===== src/rtl/instr_fetch_pkg.sv =====
// -----------------------------------------------------------------------------
// instr_fetch_pkg
// Shared definitions for the 16-bit MSP430-style fetch stage: word width,
// fetch FSM state encoding, PC reset default, register-file r0 index and a
// word-alignment helper. Imported by fetch_queue and instr_fetch.
// -----------------------------------------------------------------------------
package instr_fetch_pkg;

    localparam int WORD_W = 16;

    typedef logic [WORD_W-1:0] word_t;

    // Matches the pc reset value of bank_register.
    localparam word_t RESET_PC_DEFAULT = 16'h0000;

    // r0 is the architectural PC inside bank_register.
    localparam logic [3:0] R0_IDX = 4'd0;

    // Instruction words are two bytes apart.
    localparam word_t PC_STEP = 16'd2;

    typedef enum logic [1:0] {
        ST_IDLE = 2'b00,  // no request outstanding
        ST_REQ  = 2'b01,  // request outstanding, data wanted
        ST_DROP = 2'b10   // request outstanding, data to be discarded
    } fetch_state_e;

    // Instruction addresses are always even; bit 0 is forced low.
    function automatic word_t word_align(input word_t addr);
        return {addr[WORD_W-1:1], 1'b0};
    endfunction

endpackage


===== src/rtl/instr_fetch_queue.sv =====
// -----------------------------------------------------------------------------
// fetch_queue
// DEPTH-entry prefetch FIFO of instruction words. Push and pop may happen in
// the same cycle (including when full); flush empties the queue and has
// priority over push/pop. The caller never pushes into a full queue without
// also popping, and never pops an empty queue.
//
// Ports:
//   clk, rst_n      clock, asynchronous active-low reset
//   push_i          write push_data_i at the tail
//   push_data_i     word to store
//   pop_i           drop the head word
//   flush_i         discard all entries
//   count_o         number of valid entries (0..DEPTH)
//   head_o          head word, zero while empty
// -----------------------------------------------------------------------------
module fetch_queue
    import instr_fetch_pkg::*;
#(
    parameter int DEPTH = 2,
    parameter int PTR_W = $clog2(DEPTH),
    parameter int CNT_W = $clog2(DEPTH) + 1
) (
    input  logic             clk,
    input  logic             rst_n,
    input  logic             push_i,
    input  word_t            push_data_i,
    input  logic             pop_i,
    input  logic             flush_i,
    output logic [CNT_W-1:0] count_o,
    output word_t            head_o
);

    word_t            mem_q [DEPTH];
    logic [PTR_W-1:0] wr_ptr_q;
    logic [PTR_W-1:0] rd_ptr_q;
    logic [CNT_W-1:0] count_q;

    // DEPTH is a power of two, so the pointers wrap on their own.
    // NOTE: state registers use non-blocking assignments so every flop samples
    // the pre-edge values regardless of statement order.
    always_ff @(posedge clk or negedge rst_n) begin
        if (!rst_n) begin
            wr_ptr_q <= '0;
            rd_ptr_q <= '0;
            count_q  <= '0;
        end else if (flush_i) begin
            wr_ptr_q <= '0;
            rd_ptr_q <= '0;
            count_q  <= '0;
        end else begin
            if (push_i) wr_ptr_q <= wr_ptr_q + PTR_W'(1);
            if (pop_i)  rd_ptr_q <= rd_ptr_q + PTR_W'(1);
            count_q <= count_q + CNT_W'(push_i) - CNT_W'(pop_i);
        end
    end

    // NOTE: the storage array has no reset; an entry is only ever read after it
    // was written, and head_o is forced to zero while the queue is empty.
    always_ff @(posedge clk) begin
        if (push_i) mem_q[wr_ptr_q] <= push_data_i;
    end

    assign count_o = count_q;
    assign head_o  = (count_q != '0) ? mem_q[rd_ptr_q] : '0;

endmodule


===== src/rtl/instr_fetch.sv =====
// -----------------------------------------------------------------------------
// instr_fetch
// Instruction-fetch stage: requests words from instruction memory (req/ack),
// buffers them in fetch_queue, presents the head word to the decoder
// (valid/ready) and keeps r0 in bank_register current through pc_inc /
// pc_data_in. Branch redirects flush the queue and discard in-flight data.
//
// Ports:
//   clk, rst              clock, asynchronous active-low reset
//   imem_req/imem_addr    memory read request and word-aligned address
//   imem_ack/imem_rdata   read completion and returned word
//   ir/ir_valid/ir_ready  decoder handshake for the head word
//   rf_wr_en              bank_register write enable (blocks pc_inc)
//   branch_en/branch_target  one-cycle redirect from control_unit
//   pc_inc/pc_data_in     r0 update to bank_register
// -----------------------------------------------------------------------------
module instr_fetch
    import instr_fetch_pkg::*;
#(
    parameter int    DEPTH    = 2,
    parameter word_t RESET_PC = RESET_PC_DEFAULT
) (
    input  logic  clk,
    input  logic  rst,
    output logic  imem_req,
    output word_t imem_addr,
    input  logic  imem_ack,
    input  word_t imem_rdata,
    output word_t ir,
    output logic  ir_valid,
    input  logic  ir_ready,
    input  logic  rf_wr_en,
    input  logic  branch_en,
    input  word_t branch_target,
    output logic  pc_inc,
    output word_t pc_data_in
);

    localparam int CNT_W = $clog2(DEPTH) + 1;
    localparam int OCC_W = CNT_W + 1;

    fetch_state_e     state_q, state_d;
    word_t            fetch_addr_q, fetch_addr_d;  // next address to request
    word_t            req_addr_q, req_addr_d;      // address of outstanding request
    word_t            arch_pc_q, arch_pc_d;        // address of the head word
    logic             pc_pend_q, pc_pend_d;        // r0 write owed to bank_register

    logic [CNT_W-1:0] q_count;
    word_t            q_head;
    logic             q_push;
    logic             consume;
    logic [OCC_W-1:0] occ_next;
    logic             space_ok;
    word_t            target;

    assign target   = word_align(branch_target);
    assign ir_valid = (q_count != '0);
    assign ir       = q_head;

    // A redirect wins over consume; the word is dropped with the flush.
    assign consume  = ir_valid & ir_ready & ~rf_wr_en & ~pc_pend_q & ~branch_en;

    // Data returned during a redirect cycle belongs to the old stream.
    assign q_push   = (state_q == ST_REQ) & imem_ack & ~branch_en;

    // Occupancy after this edge; the outstanding request is accounted for by
    // only issuing from IDLE or on the ack that retires the previous one.
    assign occ_next = OCC_W'(q_count) + OCC_W'(q_push) - OCC_W'(consume);
    assign space_ok = occ_next < OCC_W'(DEPTH);

    // imem_req is a decoded register so it rises one edge after the decision
    // and stays stable until the ack.
    assign imem_req  = (state_q != ST_IDLE);
    assign imem_addr = req_addr_q;

    fetch_queue #(
        .DEPTH (DEPTH)
    ) u_queue (
        .clk         (clk),
        .rst_n       (rst),
        .push_i      (q_push),
        .push_data_i (imem_rdata),
        .pop_i       (consume),
        .flush_i     (branch_en),
        .count_o     (q_count),
        .head_o      (q_head)
    );

    // Fetch FSM next-state.
    // NOTE: every signal assigned in a combinational block gets a default first
    // so no path leaves it unassigned and no latch is inferred.
    always_comb begin
        state_d      = state_q;
        fetch_addr_d = fetch_addr_q;
        req_addr_d   = req_addr_q;

        unique case (state_q)
            ST_IDLE: begin
                if (branch_en) begin
                    state_d    = ST_REQ;
                    req_addr_d = target;
                end else if (space_ok) begin
                    state_d    = ST_REQ;
                    req_addr_d = fetch_addr_q;
                end
            end
            ST_REQ: begin
                if (branch_en) begin
                    // Acked now: data discarded, target requested next.
                    // Not acked: the in-flight data must be dropped later.
                    if (imem_ack) req_addr_d = target;
                    else          state_d    = ST_DROP;
                end else if (imem_ack) begin
                    fetch_addr_d = fetch_addr_q + PC_STEP;
                    if (space_ok) req_addr_d = fetch_addr_q + PC_STEP;
                    else          state_d    = ST_IDLE;
                end
            end
            ST_DROP: begin
                // The queue is empty here, so the redirected stream can be
                // requested straight after the discarded ack.
                if (imem_ack) begin
                    state_d    = ST_REQ;
                    req_addr_d = branch_en ? target : fetch_addr_q;
                end
            end
            default: state_d = ST_IDLE;
        endcase

        if (branch_en) fetch_addr_d = target;
    end

    // Architectural PC and r0 update pulse.
    always_comb begin
        arch_pc_d  = arch_pc_q;
        pc_pend_d  = pc_pend_q & rf_wr_en;
        pc_inc     = 1'b0;
        pc_data_in = arch_pc_q;

        if (branch_en) begin
            // bank_register ignores pc_inc while it is being written, so the
            // target write is deferred until rf_wr_en drops.
            arch_pc_d  = target;
            pc_pend_d  = rf_wr_en;
            pc_inc     = ~rf_wr_en;
            pc_data_in = target;
        end else if (pc_pend_q) begin
            pc_inc = ~rf_wr_en;
        end else if (consume) begin
            arch_pc_d  = arch_pc_q + PC_STEP;
            pc_inc     = 1'b1;
            pc_data_in = arch_pc_q + PC_STEP;
        end
    end

    always_ff @(posedge clk or negedge rst) begin
        if (!rst) begin
            state_q      <= ST_IDLE;
            fetch_addr_q <= RESET_PC;
            req_addr_q   <= RESET_PC;
            arch_pc_q    <= RESET_PC;
            pc_pend_q    <= 1'b0;
        end else begin
            state_q      <= state_d;
            fetch_addr_q <= fetch_addr_d;
            req_addr_q   <= req_addr_d;
            arch_pc_q    <= arch_pc_d;
            pc_pend_q    <= pc_pend_d;
        end
    end

endmodule

===== config.mk =====
export PLATFORM = sky130hd
export DESIGN_NAME = instr_fetch
export DESIGN_NICKNAME = d
export VERILOG_FILES = /design/src/rtl/instr_fetch_pkg.sv /design/src/rtl/instr_fetch_queue.sv /design/src/rtl/instr_fetch.sv
export SDC_FILE = /design/constraint.sdc
export NUM_CORES = 1
export LEC_CHECK = 0
export ABC_CLOCK_PERIOD_IN_PS = 6900
export CAP_MARGIN = 0
export CORE_MARGIN = 3
export CORE_UTILIZATION = 40
export DETAILED_ROUTE_END_ITERATION = 10
export PLACE_DENSITY = 0.69
export RECOVER_POWER = 50
export SETUP_SLACK_MARGIN = 0.4
export SYNTH_ARGS = -nofsm -noshare
export SYNTH_HDL_FRONTEND = slang
export SYNTH_SLANG_ARGS = --single-unit

===== constraint.sdc =====
create_clock -name clk -period 6.9 [get_ports clk]
set_input_delay 0.69 -clock clk [delete_from_list [all_inputs] [get_ports clk]]
set_output_delay 0.69 -clock clk [all_outputs]
set_load 0.02 [all_outputs]

==> flow_summary.ini <==
[critical_path]
critical-path-max-stage-delay_ps = 660
cp_common_cell = clkdlybuf4s50_1
setup.worst_path.start_class = input pin
path_buf_inv = 2
ff2ff_path_depth = 12
critPathTopFamily = simple AND/OR/NAND/NOR gates
reg2reg_from = u_queue.count_o[1]
crit_path_end_kind = output port
path_cells = clkdlybuf4s50_1 -> o21ai_0 -> or4_4 -> or4_1 -> a31oi_1 -> clkdlybuf4s50_1
critPathSlowestCell = clkdlybuf4s50_1
cp.required_ps = 6210
reg2reg_to = imem_addr[2]
setup.worst_path.class = input pin to output port
critPathMaxFanout = 14
arrival_ps = 3510
rrSetupSlack_ps = 3060

[pwr]
power_density_mw_per_mm2 = 275
p_leak_nw = 1.99
ir_drop_v = 0.000148
p_total_mw = 1.54

[global_route]
grt_antenna_before_repair = 0
grt_pass1_vias = 3702
grt_max_degree = 56
globalRoute.totalOverflow = 0
track_usage_pct = 18.5
grt_pass1_wl_um = 18700

[worst_hold_path]
hold_start = imem_addr[5]
hold_end = imem_addr[5]
min_path_type = flop to flop
hold_path_depth = 1

[clocking]
cts_setup_buffers = 0
htreeDepth = 3
cts_tree = yes
insertion_delay_ps = 360
clkSlewWorstSetupHoldPaths_ps = 90
cts_buffers = 9
ctsHoldBuffers = 0
clock-sinks = 87
root_buffer = clkbuf_8
cts_max_path_buffers = 2
cts_resized = 0

[sta]
report.final.hold_viol_count = 0
fmax_ghz = 0.238
final_max_slew_viol_count = 56
finalSetupViolations = 0
period_needed_ps = 4200
worstMarginPinSlew_ps = 3020
fin_ws_ps = 2700
rsz0062_at_grt = false
fin_tns_setup_ps = 0
slew_headroom_pct = -101
finalClockSkew_ps = 15.1
fin_crit_sh_pct = 60.8

[cells_and_area]
utilization_pct = 51.6
drive_gt1_share_pct = 6.14
nNetsFinal = 543
fillers = 987
n_antenna_cell = 0
multiInputGateArea_mm2 = 0.00200
final_area_mm2 = 0.00562
seq_area_mm2 = 0.00234
area_delta_synth_final_pct = 25.0

[detailed_routing]
wire_per_inst_um = 17.4
drt_iter0_drc = 230
vias = 3691
ant_nets = 0
wl_um = 11200
route.detailed.drc = 0
dr.pass1.iters = 4
via_per_inst = 5.72

[yosys]
synthArstFlopShare_pct = 63.2
synth.net_count = 469
ys_types = 62
synthCells = 426
yosysSeqAreaShare_pct = 52.0
synthesis.area_mm2 = 0.00449
synth-edff-count = 32
avgSynthCellArea_um2 = 10.5
synth_top_flop_cell = dfrtp_1
synth-seq-cells = 87
ys_warn_count = 0

[floorplanning]
die_x_um = 112
die_y_um = 112
core_mm2 = 0.0109
start_util_pct = 41.3
dieArea_mm2 = 0.0125
fp-row-count = 38
pin_count = 89

[placement]
dp_hpwl_um = 7940
place_ws_ps = 2540
placed_cell_area_mm2 = 0.00544
routabilityCongestion = 0.857
portBuffers = 87

[status]
violations = capacitance limit, slew limit
status = finished with violations

[job]
cap_violations = 1
metal layers:
layer  vias up  track usage, %  wire length [µm]
met5         -               0                 0
met3        24            3.80               615
li1       1731               -                 -
met4         0            6.33               269
met2       133            30.4              5400
met1      1803            24.6              4940
how the worst max path moves through the flow:
stage	from	to	slack, ps	cells past startpoint
global placement	ir_ready	imem_addr[0]	2610	13
finish	ir_ready	pc_data_in[10]	2700	6
floorplan	ir_ready	imem_addr[0]	3440	13
CTS	ir_ready	pc_data_in[10]	2850	6
global route	branch_en	pc_data_in[12]	2540	7
detailed placement	ir_ready	imem_addr[9]	2540	13
final cells by class:
type,instances,share of cell area (%)
sequential,87,41.6
multi-input combinational,299,35.6
timing repair buffer,90,15.6
tap,140,3.12
clock buffer,10,2.27
clock inverter,6,0.914
inverter,13,0.869
flip-flops by register name, indices dropped and copies added (netlist names):
| register | count |
|---|---|
| u_queue.mem_q | 32 |
| pc_pend_q | 1 |
| u_queue.wr_ptr_q | 1 |
| u_queue.count_o | 2 |
| arch_pc_q | 16 |
| state_q | 2 |
| fetch_addr_q | 16 |
| imem_addr | 16 |
| u_queue.rd_ptr_q | 1 |
kinds of logic (layout without fill, tap and decap cells):
family	count (synthesis)	after routing	synth area share [%]
flops	87	87	52.0
compound gates	90	90	13.6
buf+inv	40	119	3.59
fa+ha+maj	7	7	2.01
xor+xnor	22	22	4.29
simple gates	156	156	19.0
mux	24	24	5.46
worst register-to-register path, stage by stage (launching register included):
cell and delay, ps:
dfrtp_1 440, o21ai_0 610, or4_4 340, inv_1 120, ha_1 290, inv_1 60, ha_1 130, inv_1 50
fa_1 370, xnor2_1 310, a211oi_2 210, nor2_2 410, mux2_2 380
where the power goes:
group | leakage [nW] | switching, mW | total (mW) | internal (mW)
Clock | 0.0814 | 0.194 | 0.330 | 0.136
Combinational | 0.971 | 0.295 | 0.525 | 0.230
Sequential | 0.939 | 0.0708 | 0.689 | 0.619
through the flow:
step	hold slack, ps	instances
6_report	506	645
5_1_grt	533	645
4_1_cts	478	645
3_5_place_dp	498	629
3_3_place_gp	494	629
2_1_floorplan	394	426
synth_stat cells (2+ instances only):
cell type	n	area share (%)
a211o_1	2	0.39
a211oi_1	4	0.67
a21boi_0	9	1.5
a21oi_1	18	2.0
a221oi_1	3	0.59
a2bb2oi_1	2	0.39
a31oi_1	7	0.97
a41oi_1	3	0.59
and2_1	3	0.42
and3_1	4	0.56
and4_1	5	0.97
buf_1	3	0.25
buf_2	2	0.22
clkbuf_1	20	1.7
dfrtp_1	55	31
edfxtp_1	32	21
ha_1	4	1.1
inv_1	12	1.0
maj3_1	2	0.45
mux2_2	4	1.0
mux2i_1	20	4.5
nand2_1	18	1.5
nand2b_1	8	1.1
nand3_1	16	1.8
nand3b_1	3	0.50
nand4_1	9	1.3
nor2_1	37	3.1
nor2b_1	6	0.84
nor3_1	15	1.7
nor3b_1	2	0.33
nor4_1	13	1.8
o21ai_0	18	2.0
o31a_1	3	0.59
o31ai_1	9	1.5
or4_1	8	1.3
xnor2_1	18	3.5
xor2_1	4	0.78
cells in the final DEF (no fill, tap or decap), types with 3 or more instances in the layout:
| cell type | count |
|---|---|
| a21oi_1 | 18 |
| xor2_1 | 4 |
| nand3b_1 | 3 |
| mux2i_1 | 20 |
| and4_1 | 5 |
| clkbuf_1 | 3 |
| o31ai_1 | 9 |
| o31a_1 | 3 |
| or4_1 | 8 |
| nand3_1 | 16 |
| clkbuf_8 | 9 |
| nor2b_1 | 6 |
| o21ai_0 | 19 |
| nand2b_1 | 8 |
| clkdlybuf4s50_1 | 62 |
| nor2_1 | 37 |
| and3_1 | 4 |
| a21boi_0 | 9 |
| inv_1 | 13 |
| dlygate4sd3_1 | 23 |
| nor3_1 | 15 |
| a31oi_1 | 7 |
| ha_1 | 4 |
| dfrtp_1 | 55 |
| xnor2_1 | 18 |
| a221oi_1 | 3 |
| edfxtp_1 | 32 |
| nand2_1 | 18 |
| and2_1 | 3 |
| a211oi_1 | 4 |
| clkinvlp_4 | 3 |
| a41oi_1 | 3 |
| nand4_1 | 9 |
| mux2_2 | 4 |
| nor4_1 | 12 |
No activity file was read; power rests on OpenSTA's default activity.
==> RTL edit 1, RTL diff (same settings) <==
Set the package constant `WORD_W` to 14 (it was 16).
--- a/src/rtl/instr_fetch_pkg.sv
+++ b/src/rtl/instr_fetch_pkg.sv
@@ -6,7 +6,7 @@
 // -----------------------------------------------------------------------------
 package instr_fetch_pkg;
 
-    localparam int WORD_W = 16;
+    localparam int WORD_W = 14;
 
     typedef logic [WORD_W-1:0] word_t;
 
Interface: changed (5 resized); port bits go from 89 to 79. No check against the original RTL was run, so the function may have changed too.
==> RTL edit 1 against the original RTL <==
  * The run still ends with max-capacitance violations, max-slew violations left
  * Setup slack worse by 710 ps
  * First-iteration DRC count is 47% lower
  * Non-clock buffer count is 11 lower
  * Routed wire length is 23% lower
  * Combinational power is 19% lower
  * Design area is 14% lower
  * Clock skew is 4.4 ps lower
  * Total power is 11% lower
  * Area after synthesis is 16% lower
  * Final cell count is 17% lower
  * Critical path depth is 1 higher
  * Clock power is 7.6% higher
  * Sequential cell count is 10 lower
  * Sequential power is 13% lower
  * Largest power group unchanged
==> RTL edit 1: results (changes against the original RTL) <==
STA
  – Worst hold slack across all endpoints: 479 ps (-27.3 ps)
  – Max-slew violations: 50 (-11%)
  – Worst clock skew: 10.6 ps (-4.44 ps)
  – Actual transition at the worst max-transition pin: 2630 ps (-384 ps)

Run status
  – Result of the run: complete, but fails checks
  – Violations in the final reports: max-capacitance violations, max-slew violations

Layout
  – Number of nets at the end of the flow: 459 (-15%)
  – Ant diodes: 0 (unchanged)
  – Layout cell share with drive strength beyond 1: 6.82% (+0.68 points)
  – Reg with most FFs: u_queue.mem_q
  – Max FFs per register: 28 (-13%)

Synthesis
  – Post-Syn Nets: 387 (-17%)
  – Number of flops mapped to enable cells by yosys: 28 (-13%)
  – Async set-reset flop share out of synthesis: 63.6% (+0.42 points)
  – Post-synthesis average cell area: 10.8 um2 (+2.7%)
  – Netlist cell types: 46 (-26%)
  – Area contributors post-synth: dfrtp_1, edfxtp_1, mux2i_1
  – Portion of the post-synthesis area used by sequential elements: 54.8% (+2.8 points)
  – Leading post-synthesis cells by instance count: dfrtp_1, nor2_1, edfxtp_1, xnor2_1, mux2i_1

Placed design
  – Final Wtd Congestion: 0.827 (-3.4%)
  – Placed wire-length estimate: 6130 um (-23%)
  – Setup Slack @ Placement: 2900 ps (+351 ps)
  – Post-DP Area: 4610 um2 (-15%)
  – Input/output buffers: 77 (-11%)
  – Count of placed standard cells including taps: 517 (-18%)

Flow run
  – Number of max-cap violations: 1 (unchanged)

Global route
  – GRT Total Usage: 17.4% (-1.2 points)
  – Largest net degree at the start of global routing: 50 (-11%)
  – Vias in the first global route: 2828 (-24%)
  – Number of antenna violations at the first check in global routing: 0 (unchanged)
  – Global-route wire length before repair: 14100 um (-25%)

Worst hold path
  – Number of cells on the worst hold path: 2 (+1)
  – Startpoint of the most critical hold path: imem_addr[0]
  – Path class of the lowest-slack min-delay path: reg2reg
  – Capture endpoint of the worst hold path: imem_addr[0]

Worst setup path
  – Endpoint of the worst register-to-register path: imem_addr[12]
  – Slowest stage delay, CP: 1040 ps (+380 ps)
  – Slowest cell on the critical path: clkbuf_1
  – Arrival time at the worst endpoint: 4220 ps (+710 ps)
  – Max FO, Critical Path: 30 (+16)
  – FF-to-FF path depth: 10 (-2)
  – Register-to-register path setup slack: 3640 ps (+580 ps)
  – Worst R2R Start: state_q[1]

Power
  – IR Drop Worst-Case VDD: 0.158 mV (+7.0%)
  – Leakage power: 1.83 nW (-8.3%)
  – Switching Share: 34.5% (-1.8 points)

Route
  – Wire length on met3: 404 um (-34%)
  – Routed length per instance: 16.2 um (-6.7%)
  – Wire length on met1: 3890 um (-21%)
  – Average vias per placed instance: 5.23 (-8.6%)
  – Number of DRC markers after the initial detailed-route iteration: 122 (-47%)
  – Overall routed net length: 8650 um (-23%)
  – Total met2 wirelength after detailed routing: 4250 um (-21%)

CTS
  – Count of hold buffers inserted by post-cts repair: 0 (unchanged)
  – Cell at the root of the clock tree: clkbuf_8
  – Max Root-Sink Buffers: 2 (unchanged)
  – Buffers inserted by post-CTS timing repair: 0 (unchanged)
  – H-Tree Depth: 3 (unchanged)
  – Clock latency on the worst-skew pair: 350 ps
## RTL edit 1: logic make-up after synthesis
group           count (synthesis)  share of synthesized area (%)
flops                          77                           54.8
compound gates                 53                           9.03
buf+inv                        28                           3.09
mux                            25                           6.77
xor+xnor                       35                           8.13
simple gates                  124                           16.0
fa+ha+maj                       6                           2.16
## RTL edit 1: per-layer routing
metal | vias to the layer above | track usage (%)
met3 | 10 | 3.86
li1 | 1357 | -
met2 | 73 | 27.5
met1 | 1347 | 24.2
met4 | 0 | 4.78
met5 | - | 0
## RTL edit 1: area by class of cell
cell class | instances | area (um2)
fillers | 811 | 4120
flip-flops and latches | 77 | 2070
multi-input cells | 243 | 1590
repair buffers | 79 | 776
well taps | 108 | 135
clock buffers | 9 | 124
clock inverters | 7 | 85.1
inverters | 10 | 37.5
## RTL edit 1: power groups by stage
stage	Sequential, mW	Combinational, mW	Clock (mW)
2_1_floorplan	0.634	0.230	0
3_3_place_gp	0.607	0.440	0
3_5_place_dp	0.610	0.444	0
4_1_cts	0.602	0.448	0.364
5_1_grt	0.612	0.469	0.384
6_report	0.600	0.427	0.355
## RTL edit 1: worst max-delay path, delay by kind of cell
| kind | cells | cell delay [ps] |
|---|---|---|
| buffers and inverters | 5 | 3050 |
| AND/OR/NAND/NOR | 1 | 330 |
| AO/OA/AOI/OAI | 1 | 130 |
## RTL edit 1: worst max-delay path by stage
stage	start	to	slack (ps)	cells after the start
floorplan	branch_en	imem_addr[2]	3610	12
detailed placement	imem_ack	imem_addr[2]	2900	10
CTS	rf_wr_en	pc_data_in[13]	3050	7
global placement	imem_ack	imem_addr[2]	2890	10
global route	branch_en	pc_data_in[3]	1730	7
finish	branch_en	pc_data_in[3]	1990	7
==> RTL edit 2, RTL diff (config.mk and constraints unchanged) <==
Without the edit above. The 3 states of `fetch_state_e` get a one-hot encoding in 3 bits.
--- a/src/rtl/instr_fetch_pkg.sv
+++ b/src/rtl/instr_fetch_pkg.sv
@@ -19,10 +19,10 @@
     // Instruction words are two bytes apart.
     localparam word_t PC_STEP = 16'd2;
 
-    typedef enum logic [1:0] {
-        ST_IDLE = 2'b00,  // no request outstanding
-        ST_REQ  = 2'b01,  // request outstanding, data wanted
-        ST_DROP = 2'b10   // request outstanding, data to be discarded
+    typedef enum logic [2:0] {
+        ST_IDLE = 3'b001,  // no request outstanding
+        ST_REQ  = 3'b010,  // request outstanding, data wanted
+        ST_DROP = 3'b100   // request outstanding, data to be discarded
     } fetch_state_e;
 
     // Instruction addresses are always even; bit 0 is forced low.
Function: same outputs for any inputs over 4 cycles, from zero or initial values and one cycle with rst low; so few cycles prove little.
==> RTL edit 2 against the original RTL <==
  * The flow still finishes with violations (max-capacitance violations, max-slew violations)
  * Routed wire length is 4.5% higher
  * Area after synthesis increased by 0.84%
  * Sequential cell count is 1 higher
  * Core utilization rose by 1.1 points
  * Register-to-register slack better by 160 ps
  * Maximum frequency decreased by 16%
  * Sequential power grew 3%
  * Final cell count increased by 0.16%
  * Setup slack got worse by 780 ps
  * Design area grew 2.6%
  * Total power rose by 16%
  * Highest routed layer unchanged
==> RTL edit 2: results (changes against the original RTL) <==
Run status
  – Result of the run: complete, but fails checks
  – Violations in the final reports: max-capacitance violations, max-slew violations

CTS
  – Clock latency on the worst-skew pair: 340 ps (-20 ps)
  – Clock-pin slew reported for the worst setup and hold paths after clock tree synthesis: 70 ps (-20 ps)
  – Cell at the root of the clock tree: clkbuf_16

Placed design
  – Setup Slack @ Placement: 2540 ps (-1.04 ps)
  – Placed wire-length estimate: 8090 um (+1.8%)
  – Post-DP Area: 5480 um2 (+0.74%)
  – Final Wtd Congestion: 0.840 (-1.9%)

Synthesis
  – Area contributors post-synth: dfrtp_1, edfxtp_1, mux2i_1
  – Leading post-synthesis cells by instance count: dfrtp_1, nor2_1, edfxtp_1, clkbuf_1, mux2i_1
  – Post-synthesis mux area share: 4.97% (-0.49 points)
  – Compound-cell area share of the yosys netlist: 13.9% (+0.30 points)
  – Share of synthesized cell area in full adder, half adder and majority cells: 1.55% (-0.46 points)
  – Async set-reset flop share out of synthesis: 63.6% (+0.42 points)
  – Area share of xor/xnor cells in the synthesized design: 3.87% (-0.42 points)
  – Portion of the post-synthesis area used by sequential elements: 52.2% (+0.15 points)
  – Post-synthesis average cell area: 10.6 um2 (+0.60%)

Layout
  – Layout cell share with drive strength beyond 1: 6.13% (-0.012 points)

STA
  – Max-slew violations: 103 (+84%)
  – Actual transition at the worst max-transition pin: 3090 ps (+74.1 ps)
  – Maximum clock frequency: 201 MHz (-16%)
  – Worst clock skew: 9.19 ps (-5.87 ps)

Power
  – Leakage power: 2.06 nW (+3.7%)

Global route
  – GRT Total Usage: 19.0% (+0.42 points)
  – Global-route wire length before repair: 19000 um (+1.5%)

Route
  – Number of DRC markers after the initial detailed-route iteration: 328 (+43%)
  – Number of vias in the routed layout: 3713 (+0.60%)
  – Overall routed net length: 11700 um (+4.5%)
  – Average vias per placed instance: 5.75 (+0.44%)
  – Pre-antenna DRT Iters: 5 (+1)

Worst setup path
  – Endpoint of the worst register-to-register path: imem_addr[0]
  – Capture point of the critical path: pc_data_in[9]
  – Max FO, Critical Path: 45 (+31)
  – Critical path startpoint: branch_en
  – Arrival time at the worst endpoint: 4280 ps (+770 ps)
  – Slowest cell on the critical path: clkbuf_1

Flow run
  – Number of max-cap violations: 2 (+1)
-- RTL edit 2: changes by cell type after synthesis, sizes merged, moves of 4 or more --
cell and change:
and4 -4, a31oi +7, a21boi +6, a21oi -12
or3 +6, clkbuf +5, xnor2 -5, nor4 -6
-- RTL edit 2: report_power, final --
group / switching (mW) / internal, mW / leakage (nW) / total (mW)
sequential: 0.0773 / 0.630 / 0.940 / 0.707
combinational: 0.334 / 0.257 / 0.979 / 0.591
clock: 0.230 / 0.255 / 0.146 / 0.486
-- RTL edit 2: layout make-up --
| class | count | area, um2 |
|---|---|---|
| Sequential cell | 88 | 2360 |
| Clock buffer | 9 | 225 |
| Tap cell | 140 | 175 |
| Multi-Input combinational cell | 299 | 2000 |
| Fill cell | 990 | 5170 |
| Timing Repair Buffer | 92 | 888 |
| Clock inverter | 7 | 68.8 |
| Inverter | 11 | 41.3 |
-- RTL edit 2: layer usage --
metal  wire, um  GRT usage [%]
met5          0              0
met4        145           5.53
met3        713           3.61
met2       5640           30.6
met1       5230           26.3
